### src/rtl/check_word_serializer_if.sv
// check_word_serializer_if: capture-side and byte-stream signals of the check word serializer
interface check_word_serializer_if #(
  parameter int WORD_BYTES = 8,
  parameter int BYTE_W     = 8,
  parameter int CNT_W      = 8
);
  logic                         check1;
  logic                         check2;
  logic [WORD_BYTES*BYTE_W-1:0] checkData;
  logic [BYTE_W-1:0]            byteOut;
  logic                         byteValid;
  logic                         byteReady;
  logic                         byteLast;
  logic                         tagOut;
  logic                         busy;
  logic [CNT_W-1:0]             dropCount;
  modport master (
    output check1, check2, checkData, byteReady,
    input  byteOut, byteValid, byteLast, tagOut, busy, dropCount
  );
  modport slave (
    input  check1, check2, checkData, byteReady,
    output byteOut, byteValid, byteLast, tagOut, busy, dropCount
  );
endinterface

### src/rtl/check_word_serializer.sv
// check_word_serializer: captures tagged check words and streams them MSB byte first, one word pending
module check_word_serializer #(
  parameter int WORD_BYTES = 8,
  parameter int BYTE_W     = 8,
  parameter int CNT_W      = 8
) (
  input logic                    clock,
  input logic                    clear,
  check_word_serializer_if.slave bus
);
  localparam int W     = WORD_BYTES * BYTE_W;
  localparam int IDX_W = WORD_BYTES > 1 ? $clog2(WORD_BYTES) : 1;
  typedef enum logic {IDLE, SEND} state_t;
  state_t             state_q;
  logic [W-1:0]       data_q, pend_q, sel;
  logic               tag_q, pend_tag_q, pend_full_q;
  logic [IDX_W-1:0]   idx_q;
  logic [CNT_W-1:0]   drop_q;
  logic               send, accept, last, done;
  assign send   = state_q == SEND;
  assign accept = send && bus.byteReady;
  assign last   = idx_q == IDX_W'(WORD_BYTES - 1);
  assign done   = accept && last;
  assign sel    = data_q >> ((WORD_BYTES - 1 - int'(idx_q)) * BYTE_W);
  assign bus.byteOut   = send ? sel[BYTE_W-1:0] : '0;
  assign bus.byteValid = send;
  assign bus.byteLast  = send && last;
  assign bus.tagOut    = send && tag_q;
  assign bus.busy      = send || pend_full_q;
  assign bus.dropCount = drop_q;
  // Drain of the pending slot is resolved before the new capture, so a capture
  // on the same edge as a drain always finds room.
  always_ff @(posedge clock) begin
    if (clear) begin
      state_q     <= IDLE;
      data_q      <= '0;
      tag_q       <= 1'b0;
      pend_q      <= '0;
      pend_tag_q  <= 1'b0;
      pend_full_q <= 1'b0;
      idx_q       <= '0;
      drop_q      <= '0;
    end else if (!send) begin
      if (bus.check1) begin
        state_q <= SEND;
        data_q  <= bus.checkData;
        tag_q   <= bus.check2;
        idx_q   <= '0;
      end
    end else if (done) begin
      idx_q <= '0;
      if (pend_full_q) begin
        data_q      <= pend_q;
        tag_q       <= pend_tag_q;
        pend_full_q <= bus.check1;
        if (bus.check1) begin
          pend_q     <= bus.checkData;
          pend_tag_q <= bus.check2;
        end
      end else if (bus.check1) begin
        data_q <= bus.checkData;
        tag_q  <= bus.check2;
      end else begin
        state_q <= IDLE;
      end
    end else begin
      if (accept) idx_q <= idx_q + IDX_W'(1);
      if (bus.check1 && !pend_full_q) begin
        pend_q      <= bus.checkData;
        pend_tag_q  <= bus.check2;
        pend_full_q <= 1'b1;
      end else if (bus.check1 && drop_q != '1) begin
        drop_q <= drop_q + CNT_W'(1);
      end
    end
  end
endmodule

### src/flat_wrapper.sv
// flat-port wrapper written by rule: the top's interface ports become plain ports
module check_word_serializer_flat 
#(
  parameter int WORD_BYTES = 8,
  parameter int BYTE_W     = 8,
  parameter int CNT_W      = 8
)
  (clock, clear, bus_check1, bus_check2, bus_checkData, bus_byteReady, bus_byteOut, bus_byteValid, bus_byteLast, bus_tagOut, bus_busy, bus_dropCount);
  check_word_serializer_if #(.WORD_BYTES(WORD_BYTES), .BYTE_W(BYTE_W), .CNT_W(CNT_W)) bus_i ();
  input logic clock;
  input logic clear;
  input wire logic [$bits(bus_i.check1)-1:0] bus_check1;
  input wire logic [$bits(bus_i.check2)-1:0] bus_check2;
  input wire logic [$bits(bus_i.checkData)-1:0] bus_checkData;
  input wire logic [$bits(bus_i.byteReady)-1:0] bus_byteReady;
  output wire logic [$bits(bus_i.byteOut)-1:0] bus_byteOut;
  output wire logic [$bits(bus_i.byteValid)-1:0] bus_byteValid;
  output wire logic [$bits(bus_i.byteLast)-1:0] bus_byteLast;
  output wire logic [$bits(bus_i.tagOut)-1:0] bus_tagOut;
  output wire logic [$bits(bus_i.busy)-1:0] bus_busy;
  output wire logic [$bits(bus_i.dropCount)-1:0] bus_dropCount;
  assign bus_i.check1 = bus_check1;
  assign bus_i.check2 = bus_check2;
  assign bus_i.checkData = bus_checkData;
  assign bus_i.byteReady = bus_byteReady;
  assign bus_byteOut = bus_i.byteOut;
  assign bus_byteValid = bus_i.byteValid;
  assign bus_byteLast = bus_i.byteLast;
  assign bus_tagOut = bus_i.tagOut;
  assign bus_busy = bus_i.busy;
  assign bus_dropCount = bus_i.dropCount;
  check_word_serializer #(.WORD_BYTES(WORD_BYTES), .BYTE_W(BYTE_W), .CNT_W(CNT_W)) u_core (.clock(clock), .clear(clear), .bus(bus_i));
endmodule
### config.mk
export PLATFORM = sky130hd
export DESIGN_NAME = check_word_serializer_flat
export DESIGN_NICKNAME = d
export VERILOG_FILES = /design/src/rtl/check_word_serializer_if.sv /design/src/rtl/check_word_serializer.sv /design/src/flat_wrapper.sv
export SDC_FILE = /design/constraint.sdc
export NUM_CORES = 1
export LEC_CHECK = 0
export CAP_MARGIN = 30
export CELL_PAD_IN_SITES_DETAIL_PLACEMENT = 0
export CELL_PAD_IN_SITES_GLOBAL_PLACEMENT = 2
export CORE_AREA = 2 2 166 119
export DETAILED_ROUTE_END_ITERATION = 8
export DIE_AREA = 0 0 168 121
export PLACE_DENSITY = 0.86
export SLEW_MARGIN = 10
export SYNTH_ARGS = -nofsm -noshare
export SYNTH_HDL_FRONTEND = slang
export SYNTH_SLANG_ARGS = --single-unit
### constraint.sdc
create_clock -name clock -period 4.49 [get_ports clock]
set_input_delay 0.898 -clock clock [delete_from_list [all_inputs] [get_ports clock]]
set_output_delay 0.898 -clock clock [all_outputs]
set_load 0.01 [all_outputs]
* Yosys cells after proc, flatten, opt, wreduce, memory -nomap -nowiden *
Index checks and enable logic that the tools add are counted.

cells by class
  bitwise gates (word level) = 2
  add/subtract/negate cells = 3
  multiplexer cells = 28
  shift operators = 1
  reductions and logical operators = 14
  eq/ne operators = 6

operators by type and width
  cell                                             count
  two-way mux 64 bit                               8
  right shift 64 x 32 -> 8 bit                     1
  two-way mux 1 bit                                15
  two-way mux 3 bit                                4
  adder 8 x 1 -> 8 bit, second input constant      1
  two-way mux 8 bit                                1
  != test 8 bit, second input constant             1
  AND reduction 4 bit                              2
  logical AND 1 bit                                6
  != test 2 bit, second input constant             2
  AND reduction 2 bit                              2
  nonzero test 2 bit                               2
  subtractor 3 x 3 -> 4 bit, first input constant  1
  adder 3 x 1 -> 3 bit, second input constant      1
  equality test 3 bit, second input constant       1
  != test 3 bit, second input constant             1
  != test 2 x 1 -> 1 bit, second input constant    1
  inverter 1 bit                                   2
  zero test 1 bit                                  1
  logical OR 1 bit                                 1

storage, ports and cells
  flip-flop bits (word level) = 143
  output and inout port bits = 20
  input port bits = 69
  logic and storage cells = 62

* Longest topological paths before layout *
  depth after elaboration = 4
  mapped depth = 8
  mapped depth without buffers = 6

* Worst setup path after synthesis *
No wires, ideal clock.

  kind = register to output
  start point = reg u_core.idx_q[0]
  end point = out bus_byteOut[0]
  arrival = 1.505 ns
  stages on the path, launching flop included = 5
  data required time = 3.592 ns
  path buffers = 2
  path slack = 2.087 ns
  cells stage by stage = dfxtp_1 buf_2 buf_4 mux4_2 a22o_1

between the ends
  word-level cells in the longest chain between the ends = 3

ends and longest elaborated chain
  element                       RTL line                     RTL
  start, declared               check_word_serializer.sv:17  logic [IDX_W-1:0] idx_q;
  start signal, assigned        check_word_serializer.sv:67  if (accept) idx_q <= idx_q + IDX_W'(1);
  subtractor 3 x 3 -> 4 bit     check_word_serializer.sv:24  assign sel = data_q >> ((WORD_BYTES - 1 - int'(idx_q)) * BYTE_W);
  right shift 64 x 32 -> 8 bit  check_word_serializer.sv:24
  two-way mux 8 bit             check_word_serializer.sv:25  assign bus.byteOut = send ? sel[BYTE_W-1:0] : '0;
  end, declared                 flat_wrapper.sv:16           output wire logic [$bits(bus_i.byteOut)-1:0] bus_byteOut;

No other way between the ends.

* Worst setup path in the final report *
  start point = reg u_core.idx_q[1]
  end point = out bus_byteOut[6]

Same word-level chain as after synthesis.

==> out/results.txt <==
Post-CTS Setup Bufs = 0
Congestion Overflow GR = 0
Post-synth top flop = dfxtp_1
Top post-synthesis cells by count = nand2_1 (267), dfxtp_1 (143), nor2_1 (77)
Power Total = 3400 uW
Seq/Total Area, Yosys = 44.4%
Reg power frac = 41.9%
Max Fclk = 287 MHz
CTS-repair resized insts = 0
Combinational share of power = 12.0%
Layout area overhead = 25.9%
DR WL/cell = 17.6 um
Reg clk slew, reported paths = 0.06 ns
Crit-path cells = mux4_2 > a22o_1 > clkdlybuf4s50_1
Final min period = 3.48 ns
Crit start category = flop
Sum of negative setup slack = 0 ns
Net Count, Synth = 834
Async SR Flop Fraction = 0%
Die area = 20300 um2
Switching share of power = 24.5%
Layout cells sized above 1 = 12.7%
Net count, final = 885
Starting density of the core = 34.5%
WP data required = 3.59 ns
Synth unique cells = 38
Yosys Warn Count = 0
Chip height = 121 um
Synth top area share = 44.4%
Syn Area/Cell = 8.45 um2
GRT met2 Usage = 27.6%
PnR worst setup slack = 1.01 ns
CTS Buffer Depth = 2
Max VDD drop = 0.181 mV
First-pass GRT wire length = 29100 um
Via count = 5595
Pin count of the biggest net entering global routing = 131
Row cnt = 42
WHS Path Cells = 2
Final setup viols = 0
Hold WC Path Type = flop to flop
Vias in the first global route = 5084
Final HPWL DP = 12400 um
Max-slew headroom = 45.9%
CTS Sinks = 143
Cell area after layout = 8110 um2
WP data arrival = 2.58 ns
Max_cap viols = 0
IO buf count = 88
Placed cell area = 7420 um2
Worst-Skew Late Latency = 0.42 ns
IO Pins = 89
FF-to-FF setup slack = 1.51 ns
CTS Hold Buffers Added = 0
P per Cell Area = 419 nW/um2
Outcome = completed
Initial antenna violation count = 2
Gr usage total = 18.9%
# DRC = 0
TritonCTS clock tree = done
DIE WIDTH = 168 um
Met1 Use GR = 27.2%
Iteration-0 DRC Markers = 461
Crit path max fanout = 18
Yosys top cell by area = dfxtp_1
Slew @ Worst Pin = 0.810 ns
RePlAce Congestion = 0.864
Final WL = 18900 um
CP endpoint kind = output port
Number of synthesized flops with an enable pin = 0
Hold EP = u_core.pend_q[22]$_SDFFE_PP0P_
Slew Viols, Final = 0
RSZ-0062 raised after global routing = no
R2R Path Start = u_core.idx_q[1]$_SDFFE_PP0P_
Clock root buffer master = clkbuf_16
DRT Pass-1 Iters = 5
Final number of hold-violating endpoints = 0
Yosys reg bits = 143
Mapped cell area = 6440 um2
CP Class = flop to output port
Slowest CP cell = dfxtp_1
Most instantiated library cell after synthesis = nand2_1
Clock share of power = 46.1%
Worst r2r path cells = 7
H-tree levels = 4
Post-DRT Antenna Nets = 0
Tcrit/Tclk final = 77.5%
Fill count = 1826
FF-to-FF End = u_core.data_q[53]$_SDFFE_PP0P_
Area contributors post-synth = dfxtp_1 (44%), nand2_1 (16%), a311oi_2 (9.3%)
CTS Buf Count = 17
Gr busiest metal = met2
Leak = 0.00286 uW
Crit path largest cell delay = 0.85 ns
Met3 Track Usage GR = 4.24%
WHS = 0.453 ns
Min-delay src = u_core.pend_q[22]$_SDFFE_PP0P_
Pint = 2560 uW
P_sw = 833 uW
Vias per cell = 5.23
Clock Skew = 0.00713 ns
Synth Instances = 762
Dpl ws = 1.21 ns
Placeable Area = 18700 um2
-- registers in the layout, indices dropped and copies added (netlist names) --
register	flops
u_core.pend_full_q	1
u_core.tag_q	1
u_core.bus.byteValid	1
u_core.data_q	64
u_core.bus.dropCount	8
u_core.pend_tag_q	1
u_core.pend_q	64
u_core.idx_q	3
-- through the flow --
step	utilization, %	cells
finish	43.5	1069
CTS	43.3	1066
global placement	39.7	1033
global route	43.5	1068
floorplan	-	762
detailed placement	39.8	1034
-- final cells by class --
class                   instances  area [um2]  share of cell area [%]
diodes                          1        2.50                  0.0308
clock inverters                11         185                    2.28
clock buffers                  21         470                    5.80
inverters                       5        18.8                   0.231
flip-flops and latches        143        2860                    35.3
repair buffers                 97        1030                    12.7
well taps                     242         303                    3.73
multi-input cells             549        3240                    40.0
-- power groups by stage --
stage	combinational, uW	sequential [uW]	clock (uW)
after detailed placement	402	1450	0
after global placement	393	1450	0
after CTS	404	1430	1600
final	408	1420	1560
after floorplan	277	1410	0
after global routing	446	1430	1650
-- cell usage in the layout, fill, tap and decap left out, drive strengths merged, types with 5 or more instances in the layout --
cell,count
a22o,8
dfxtp,143
a21oi,72
nor2,77
mux4,16
clkdlybuf4s50,87
bufinv,5
inv,5
buf,10
nand4,5
and2,5
a311oi,66
nand2,267
clkbuf,21
-- worst max path at each step --
stage | endpoint | depth (start not counted) | startpoint | slack (ns)
2_1_floorplan | bus_byteOut[0] | 4 | u_core.idx_q[0]$_SDFFE_PP0P_ | 2.09
3_3_place_gp | bus_byteOut[0] | 3 | u_core.idx_q[0]$_SDFFE_PP0P_ | 1.27
3_5_place_dp | bus_byteOut[0] | 3 | u_core.idx_q[0]$_SDFFE_PP0P_ | 1.21
4_1_cts | bus_byteOut[0] | 3 | u_core.idx_q[0]$_SDFFE_PP0P_ | 0.77
5_1_grt | bus_byteLast | 4 | u_core.idx_q[1]$_SDFFE_PP0P_ | 0.95
6_report | bus_byteOut[6] | 3 | u_core.idx_q[1]$_SDFFE_PP0P_ | 1.01
-- kinds of logic (layout without fill, tap and decap cells) --
group	after synthesis	after routing	synth area share, %
other cells	0	1	0
flops	143	143	44.4
fa+ha+maj	3	3	0.583
compound gates	161	161	21.3
simple gates	365	365	22.0
buf+inv	70	134	5.46
mux	19	19	6.10
xor+xnor	1	1	0.136
-- worst max-delay path, delay by kind of cell, from the launching register on --
kind | cells | cell delay [ns]
AO/OA/AOI/OAI | 1 | 0.24
multiplexers | 1 | 0.60
buffers and inverters | 1 | 0.47
flip-flops | 1 | 0.85
-- metal layers --
| layer | share of wire, % | vias to the layer above |
|---|---|---|
| met5 | 0.069 | - |
| met4 | 1.5 | 2 |
| met3 | 5.3 | 20 |
| met2 | 43 | 154 |
| met1 | 50 | 2682 |
| li1 | - | 2737 |
Power figures use the tool's default switching activity.
